$ cat src/rtl/layer_sequencer.sv
// layer_sequencer: address/issue sequencer and MAC control for one time-multiplexed dense layer
// Ports: clk, rst_n (async active-low); start/stall control in;
//        w_addr/w_ren/x_addr to weight memory and input buffer;
//        mac_valid/mac_first/mac_last/neuron_idx to the MAC; busy/done status out.
module layer_sequencer #(
   parameter int N_INPUT = 16,
   parameter int N_NEURON = 8,
   parameter int RD_LAT = 1,
   localparam int T = N_INPUT * N_NEURON,
   localparam int WA = $clog2(T),
   localparam int XA = $clog2(N_INPUT),
   localparam int NA = (N_NEURON > 1) ? $clog2(N_NEURON) : 1
) (
   input  logic          clk,
   input  logic          rst_n,
   input  logic          start,
   input  logic          stall,
   output logic [WA-1:0] w_addr,
   output logic          w_ren,
   output logic [XA-1:0] x_addr,
   output logic          mac_valid,
   output logic          mac_first,
   output logic          mac_last,
   output logic [NA-1:0] neuron_idx,
   output logic          busy,
   output logic          done
);
   typedef enum logic [1:0] {IDLE, RUN, DRAIN} state_t;
   state_t st;
   logic [WA-1:0] a, ca;
   logic [XA-1:0] i, ci;
   logic [NA-1:0] n, cn;
   logic [RD_LAT:0] v, f, l;
   logic [NA-1:0] nn [0:RD_LAT];
   logic iss, ci_last, empty;
   // Stage 0 of the tag pipeline is the issue itself (w_ren); stage RD_LAT lines up with read data.
   assign w_ren = v[0];
   assign mac_valid = v[RD_LAT];
   assign mac_first = f[RD_LAT];
   assign mac_last = l[RD_LAT];
   assign neuron_idx = nn[RD_LAT];
   // The start edge already issues address 0, so in IDLE the counters are taken as zero.
   always_comb begin
      iss = !stall && (st == RUN || (st == IDLE && start));
      ca = (st == IDLE) ? '0 : a;
      ci = (st == IDLE) ? '0 : i;
      cn = (st == IDLE) ? '0 : n;
      ci_last = ci == XA'(N_INPUT - 1);
      empty = ~|v[RD_LAT-1:0];
   end
   always_ff @(posedge clk or negedge rst_n) begin
      if (!rst_n) begin
         st <= IDLE;
         a <= '0;
         i <= '0;
         n <= '0;
         v <= '0;
         f <= '0;
         l <= '0;
         for (int k = 0; k <= RD_LAT; k++) nn[k] <= '0;
         w_addr <= '0;
         x_addr <= '0;
         busy <= 1'b0;
         done <= 1'b0;
      end else begin
         v <= {v[RD_LAT-1:0], iss};
         f <= {f[RD_LAT-1:0], iss && ci == '0};
         l <= {l[RD_LAT-1:0], iss && ci_last};
         nn[0] <= iss ? cn : '0;
         for (int k = 1; k <= RD_LAT; k++) nn[k] <= nn[k-1];
         done <= 1'b0;
         if (st == IDLE) begin
            a <= '0;
            i <= '0;
            n <= '0;
         end
         if (st == IDLE && start) begin
            st <= RUN;
            busy <= 1'b1;
         end
         if (iss) begin
            w_addr <= ca;
            x_addr <= ci;
            a <= ca + 1'b1;
            i <= ci_last ? '0 : ci + 1'b1;
            n <= ci_last ? cn + 1'b1 : cn;
            if (ca == WA'(T - 1)) st <= DRAIN;
         end
         // Leave once only the final beat remains, so done lands the cycle after it.
         if (st == DRAIN && empty) begin
            st <= IDLE;
            busy <= 1'b0;
            done <= 1'b1;
         end
      end
   end
endmodule

$ cat config.mk
export PLATFORM = sky130hd
export DESIGN_NAME = layer_sequencer
export DESIGN_NICKNAME = d
export VERILOG_FILES = /design/src/rtl/layer_sequencer.sv
export SDC_FILE = /design/constraint.sdc
export NUM_CORES = 1
export LEC_CHECK = 0
export CAP_MARGIN = 20
export CELL_PAD_IN_SITES_DETAIL_PLACEMENT = 1
export CELL_PAD_IN_SITES_GLOBAL_PLACEMENT = 1
export CORE_MARGIN = 2
export CORE_UTILIZATION = 42
export CTS_CLUSTER_SIZE = 24
export DETAILED_ROUTE_END_ITERATION = 10
export PLACE_DENSITY = 0.87
export SYNTH_ARGS = -nofsm -noshare
export SYNTH_HDL_FRONTEND = slang
export SYNTH_SLANG_ARGS = --single-unit
$ cat constraint.sdc
create_clock -name clk -period 2.4 [get_ports clk]
set_input_delay 0.48 -clock clk [delete_from_list [all_inputs] [get_ports clk]]
set_output_delay 0.48 -clock clk [all_outputs]
set_load 0.05 [all_outputs]
* Word level (Yosys, flattened, before mapping) *
Cells that the tools add are included.

word-level totals
  output and inout port bits = 20
  input port bits = 4
  flip-flop bits (word level) = 41
  logic and storage cells = 47

cells by class
  add/sub/neg operators = 3
  muxes and demuxes = 16
  reductions and logical operators = 11
  eq/ne operators = 4

operator list
  cell                 count
  $mux 7               2
  $mux 3               4
  $mux 4               3
  $mux 2               4
  $add 7x1->7 const B  1
  $eq 7x7->1 const B   1
  $logic_and 1x1->1    5
  $add 4x1->4 const B  1
  $eq 4x4->1 const B   1
  $logic_not 4->1      1
  $add 3x1->3 const B  1
  $mux 1               3
  $eq 2x1->1 const B   1
  $eq 2x2->1 const B   1
  $logic_not 1->1      2
  $logic_not 2->1      1
  $reduce_bool 2->1    1
  $logic_or 1x1->1     1

* Depth between registers and ports, before layout *
  depth after elaboration = 6
  mapped depth = 11
  gate-level depth less buffers = 8

* Worst setup path before layout *
No wires, ideal clock.

  kind = register to register
  from = register st[1]
  to = register a[6]
  period minus slack after synthesis = 1.968 ns
  path buffers = 3
  arrival = 1.843 ns
  required time = 2.274 ns
  cell stages (with the launch flop) = 12
  path slack = 0.432 ns
  setup time = 0.126 ns
  path through = dfrtp_1 buf_6 or2_1 buf_2 buf_2 nand2_1 inv_1 ha_1 and2_1 and4b_1 xnor2_1 nor2_1

between the ends
  elaborated cells on any way between the ends = 8
  classes of those cells = add/sub: 1; eq/ne: 1; mux: 2; reduce/logical: 4

RTL lines
  what                    RTL line  RTL
  from (decl)             29        state_t st;
  from (signal assigned)  53        st <= IDLE;
  from (signal assigned)  78        st <= RUN;
  from (signal assigned)  87        if (ca == WA'(T - 1)) st <= DRAIN;
  $logic_not 2->1         45        ca = (st == IDLE) ? '0 : a;
  $mux 7                  --
  net ca[1]               30        logic [WA-1:0] a, ca;
  $add 7x1->7             84        a <= ca + 1'b1;
  $mux 7                  81        if (iss) begin
  to (signal assigned)    84
  to (decl)               30

The timed path passes the listed nets, and every way through them passes these cells.
A chain may end at the register's enable or synchronous reset.

* Worst setup path after layout *
  from = register st[1]
  to = register n[2]

between the ends
  longest elaborated chain between the ends = 5
  elaborated cells on any way between the ends = 11
  classes of those cells = add/sub: 1; eq/ne: 2; mux: 4; reduce/logical: 4

ends and longest elaborated chain
  what                  RTL line  RTL
  $logic_not 2->1       46        ci = (st == IDLE) ? '0 : i;
  $mux 4                --
  net ci[0]             31        logic [XA-1:0] i, ci;
  $eq 4x4->1            48        ci_last = ci == XA'(N_INPUT - 1);
  $mux 3                86        n <= ci_last ? cn + 1'b1 : cn;
  $mux 3                81
  to (signal assigned)  86
  to (decl)             32        logic [NA-1:0] n, cn;

The timed path passes the listed nets, and every way through them passes these cells.

==> metrics.txt <==
# TYPE chip_impl_metric gauge
chip_impl_metric{name="power.density_cell_area",unit="nW/µm²"} 664.4
chip_impl_info{name="synth_top_flop_cell",value="sky130_fd_sc_hd__dfrtp_1"} 1
chip_impl_metric{name="cts-root-to-sink-buffers",unit=""} 2
chip_impl_metric{name="cts-resized-gates",unit=""} 0
chip_impl_metric{name="fill_cells",unit=""} 425
chip_impl_info{name="worst_hold_path_type",value="input port to asynchronous set/reset pin"} 1
chip_impl_metric{name="cts_setup_buffers",unit=""} 0
chip_impl_metric{name="post-route-min-period",unit="ns"} 2.131
chip_impl_metric{name="syn-cell-area",unit="µm²"} 1697
chip_impl_metric{name="detail_route.iter0.violations",unit=""} 49
chip_impl_metric{name="gp_congestion",unit=""} 0.8211
chip_impl_metric{name="synth_simple_gate_area_share",unit="%"} 17.04
chip_impl_metric{name="antenna_cells",unit=""} 0
chip_impl_metric{name="maximum_number_of_pins_on_one_net_before_global_route_repair",unit=""} 42
chip_impl_metric{name="required",unit="ns"} 2.58
chip_impl_metric{name="via_per_inst",unit=""} 5.152
chip_impl_info{name="outcome",value="completed"} 1
chip_impl_metric{name="top_cell_type_s_share_of_synthesized_area",unit="%"} 60.47
chip_impl_info{name="clock_tree_from_tritoncts",value="built"} 1
chip_impl_metric{name="die_x",unit="µm"} 67.56
chip_impl_metric{name="finalPower",unit="W"} 0.001361
chip_impl_metric{name="floorplan.die_area",unit="µm²"} 4564
chip_impl_metric{name="setup_viol_count_final",unit=""} 0
chip_impl_metric{name="postSynth.asyncResetShare",unit="%"} 100.0
chip_impl_metric{name="ctsHtreeMaxLevel",unit=""} 2
chip_impl_metric{name="postCtsHoldBufs",unit=""} 0
chip_impl_metric{name="drc_violations_left",unit=""} 0
chip_impl_metric{name="worstRegToRegCells",unit=""} 7
chip_impl_metric{name="first_global_vias",unit=""} 1327
chip_impl_metric{name="setup-tns-final",unit="ns"} 0
chip_impl_info{name="regToRegStartpoint",value="st[1]$_DFF_PN0_"} 1
chip_impl_metric{name="ir_drop",unit="mV"} 0.3693
chip_impl_metric{name="syn_avg_cell_area",unit="µm²"} 10.74
chip_impl_metric{name="register_area",unit="µm²"} 1026
chip_impl_metric{name="worst-path-max-fanout",unit=""} 10
chip_impl_metric{name="initial_core_util",unit="%"} 43.03
chip_impl_metric{name="gr-usage-all-layers",unit="%"} 17.87
chip_impl_metric{name="netlist-cell-type-count",unit=""} 31
chip_impl_metric{name="timing_max_transition_violations_final",unit=""} 0
chip_impl_metric{name="grt_antenna_before_repair",unit=""} 0
chip_impl_metric{name="fp.dieH",unit="µm"} 67.56
chip_impl_metric{name="first_pass_grt_wire_length",unit="mm"} 6.023
chip_impl_metric{name="yosysSeqAreaShare",unit="%"} 60.47
chip_impl_metric{name="antenna_violating_nets_post_route",unit=""} 0
chip_impl_metric{name="clock_latency",unit="ns"} 0.29
chip_impl_info{name="clk_root_buffer_cell",value="sky130_fd_sc_hd__clkbuf_8"} 1
chip_impl_info{name="grt_setup_unrepaired",value="false"} 1
chip_impl_metric{name="fin_skew",unit="ns"} 0.004524
chip_impl_metric{name="wp_data_arrival",unit="ns"} 2.31
chip_impl_info{name="critical_path.startpoint_type",value="register"} 1
chip_impl_metric{name="fp.coreArea",unit="µm²"} 3943
chip_impl_info{name="reg2reg_to",value="n[2]$_DFF_PN0_"} 1
chip_impl_metric{name="ys_seq_elements",unit=""} 41
chip_impl_metric{name="port-buffer-count",unit=""} 23
chip_impl_metric{name="static-leakage-power",unit="nW"} 0.9867
chip_impl_metric{name="worst_slew_pin_slew",unit="ns"} 0.8777
chip_impl_metric{name="route.detailed.wl_per_inst",unit="µm"} 15.20
chip_impl_metric{name="ff2ff_setup_slack",unit="ns"} 0.27
chip_impl_metric{name="timing.max_slew.rel_slack",unit="%"} 41.49
chip_impl_info{name="post_synth_main_area_contributors",value="sky130_fd_sc_hd__dfrtp_1, sky130_fd_sc_hd__nand2_1, sky130_fd_sc_hd__o21ai_0"} 1
chip_impl_metric{name="area_taken_by_multi_input_logic_gates",unit="µm²"} 558.0
chip_impl_info{name="dominant_combinational_cell_family_by_area_after_synthesis",value="simple AND/OR/NAND/NOR gates"} 1
chip_impl_info{name="crit_path_end_kind",value="register"} 1
chip_impl_metric{name="dr_total_vias",unit=""} 1190
chip_impl_metric{name="layout_worst_path_cycle_share",unit="%"} 88.80
chip_impl_metric{name="placementRows",unit=""} 23
chip_impl_metric{name="tritoncts_num_sinks",unit=""} 41
chip_impl_metric{name="areaGrowthSynthToFinish",unit="%"} 20.72
chip_impl_metric{name="hpwl",unit="mm"} 2.493
chip_impl_metric{name="share_of_synthesized_area_spent_on_multiplexers",unit="%"} 0.5900
chip_impl_metric{name="post_synth_xor_area_fraction",unit="%"} 4.646
chip_impl_metric{name="overflow",unit=""} 0
chip_impl_metric{name="max_cap_violations",unit=""} 0
chip_impl_metric{name="synth_enable_flop_cells",unit=""} 0
chip_impl_metric{name="synthesis.nets",unit=""} 166
chip_impl_metric{name="drive_gt1_share",unit="%"} 8.287
chip_impl_metric{name="synth_adder_area_share",unit="%"} 2.950
chip_impl_info{name="timing.critical_path.from",value="st[1]$_DFF_PN0_"} 1
chip_impl_metric{name="total_detailed_routing_wirelength",unit="mm"} 3.511
chip_impl_metric{name="clk_transition_reported_paths",unit="ns"} 0.08
chip_impl_info{name="critPathKind",value="register to register"} 1
chip_impl_metric{name="hold_violations",unit=""} 0
chip_impl_metric{name="drt_pass1_iterations",unit=""} 4
chip_impl_metric{name="maxClockFrequency",unit="MHz"} 469.2
chip_impl_metric{name="final_net_count",unit=""} 188
chip_impl_metric{name="synth_area_in_compound_gates",unit="%"} 7.670
chip_impl_metric{name="pin_count",unit=""} 24
chip_impl_metric{name="post_syn_instances",unit=""} 158
chip_impl_metric{name="cts-buffers-inserted",unit=""} 5
chip_impl_metric{name="yosys_warnings",unit=""} 0
chip_impl_info{name="post-synth-top-area-cell",value="sky130_fd_sc_hd__dfrtp_1"} 1
[sequential cells by signal (all words and copies together) (netlist names)]
signal	flops
w_addr	7
l	2
neuron_idx	3
nn	3
done	1
i	4
x_addr	4
n	3
a	7
st	2
busy	1
v	2
f	2
[layer usage]
| layer | vias to the layer above | share of wire (%) | track usage [%] |
|---|---|---|---|
| met2 | 24 | 52 | 31.37 |
| met1 | 607 | 43 | 21.29 |
| li1 | 552 | - | - |
| met4 | 0 | 1.3 | 5.612 |
| met5 | - | 0 | 0 |
| met3 | 7 | 3.8 | 4.667 |
[critical path: stages (launching register included)]
cell                      delay, ns
sky130_fd_sc_hd__dfrtp_1       0.56
sky130_fd_sc_hd__or2_1         0.39
sky130_fd_sc_hd__nand2_1       0.22
sky130_fd_sc_hd__inv_1         0.11
sky130_fd_sc_hd__ha_1          0.21
sky130_fd_sc_hd__and4_1        0.32
sky130_fd_sc_hd__nand2_2       0.08
sky130_fd_sc_hd__xor2_1        0.14
[cell type report]
type | instances | share of cell area [%]
Sequential cell | 41 | 50.09
Multi-Input combinational cell | 97 | 27.25
Timing Repair Buffer | 26 | 12.10
Clock buffer | 6 | 4.032
Tap cell | 50 | 3.054
Clock inverter | 2 | 1.833
Inverter | 9 | 1.649
[layout by cell type, fill, tap and decap left out, drive strengths merged]
master,instances
a21o,2
a21oi,1
a22o,2
and2,1
and3,2
and4,1
and4b,1
and4bb,1
buf,4
bufinv,1
clkbuf,6
clkdlybuf4s50,22
clkinvlp,1
dfrtp,41
ha,4
inv,9
mux2i,1
nand2,38
nand3,3
nand4,1
nor2,9
nor3b,2
nor4,1
o2111ai,1
o21ai,15
o311ai,1
or2,1
xnor2,6
xor2,3
[cells in the mapped netlist (all sizes together), types with 2 or more instances]
library cell  instances
a21o                  2
a22o                  2
and3                  2
buf                  10
dfrtp                41
ha                    4
inv                   9
nand2                38
nand3                 3
nor2                  9
nor3b                 2
o21ai                15
xnor2                 6
xor2                  3
[worst max-delay path by stage]
stage	to
2_1_floorplan	a[6]$_DFF_PN0_
3_5_place_dp	a[6]$_DFF_PN0_
5_1_grt	n[2]$_DFF_PN0_
6_report	n[2]$_DFF_PN0_
4_1_cts	n[2]$_DFF_PN0_
3_3_place_gp	a[6]$_DFF_PN0_
[where the power goes]
group	switching (W)	internal, W
clock	0.000237	0.000338
combinational	0.0000544	0.0000238
sequential	0.00000720	0.000700
total	0.000298	0.00106
[logic make-up (layout without fill, tap and decap cells)]
group,after synthesis,in the layout
adders and majority gates,4,4
xor gates and xnor gates,9,9
AOI/OAI and AO/OA,22,22
DFF,41,41
and+or+nand+nor,61,61
muxes,1,1
buffers and inverters,20,43
[per-stage QoR]
step           util (%)  instances  setup slack (ns)  cell area, µm²  hold WS (ns)
5_1_grt           51.95        231            0.1123            2048        0.3595
3_3_place_gp      48.91        223            0.3954            1928        0.3326
3_5_place_dp      48.91        223            0.3035            1928        0.3387
2_1_floorplan         -        158            0.4316            1697        0.1844
4_1_cts           51.95        231            0.2685            2048        0.3346
6_report          51.95        231            0.2688            2048        0.2977
No activity file was read; power rests on OpenSTA's default activity.
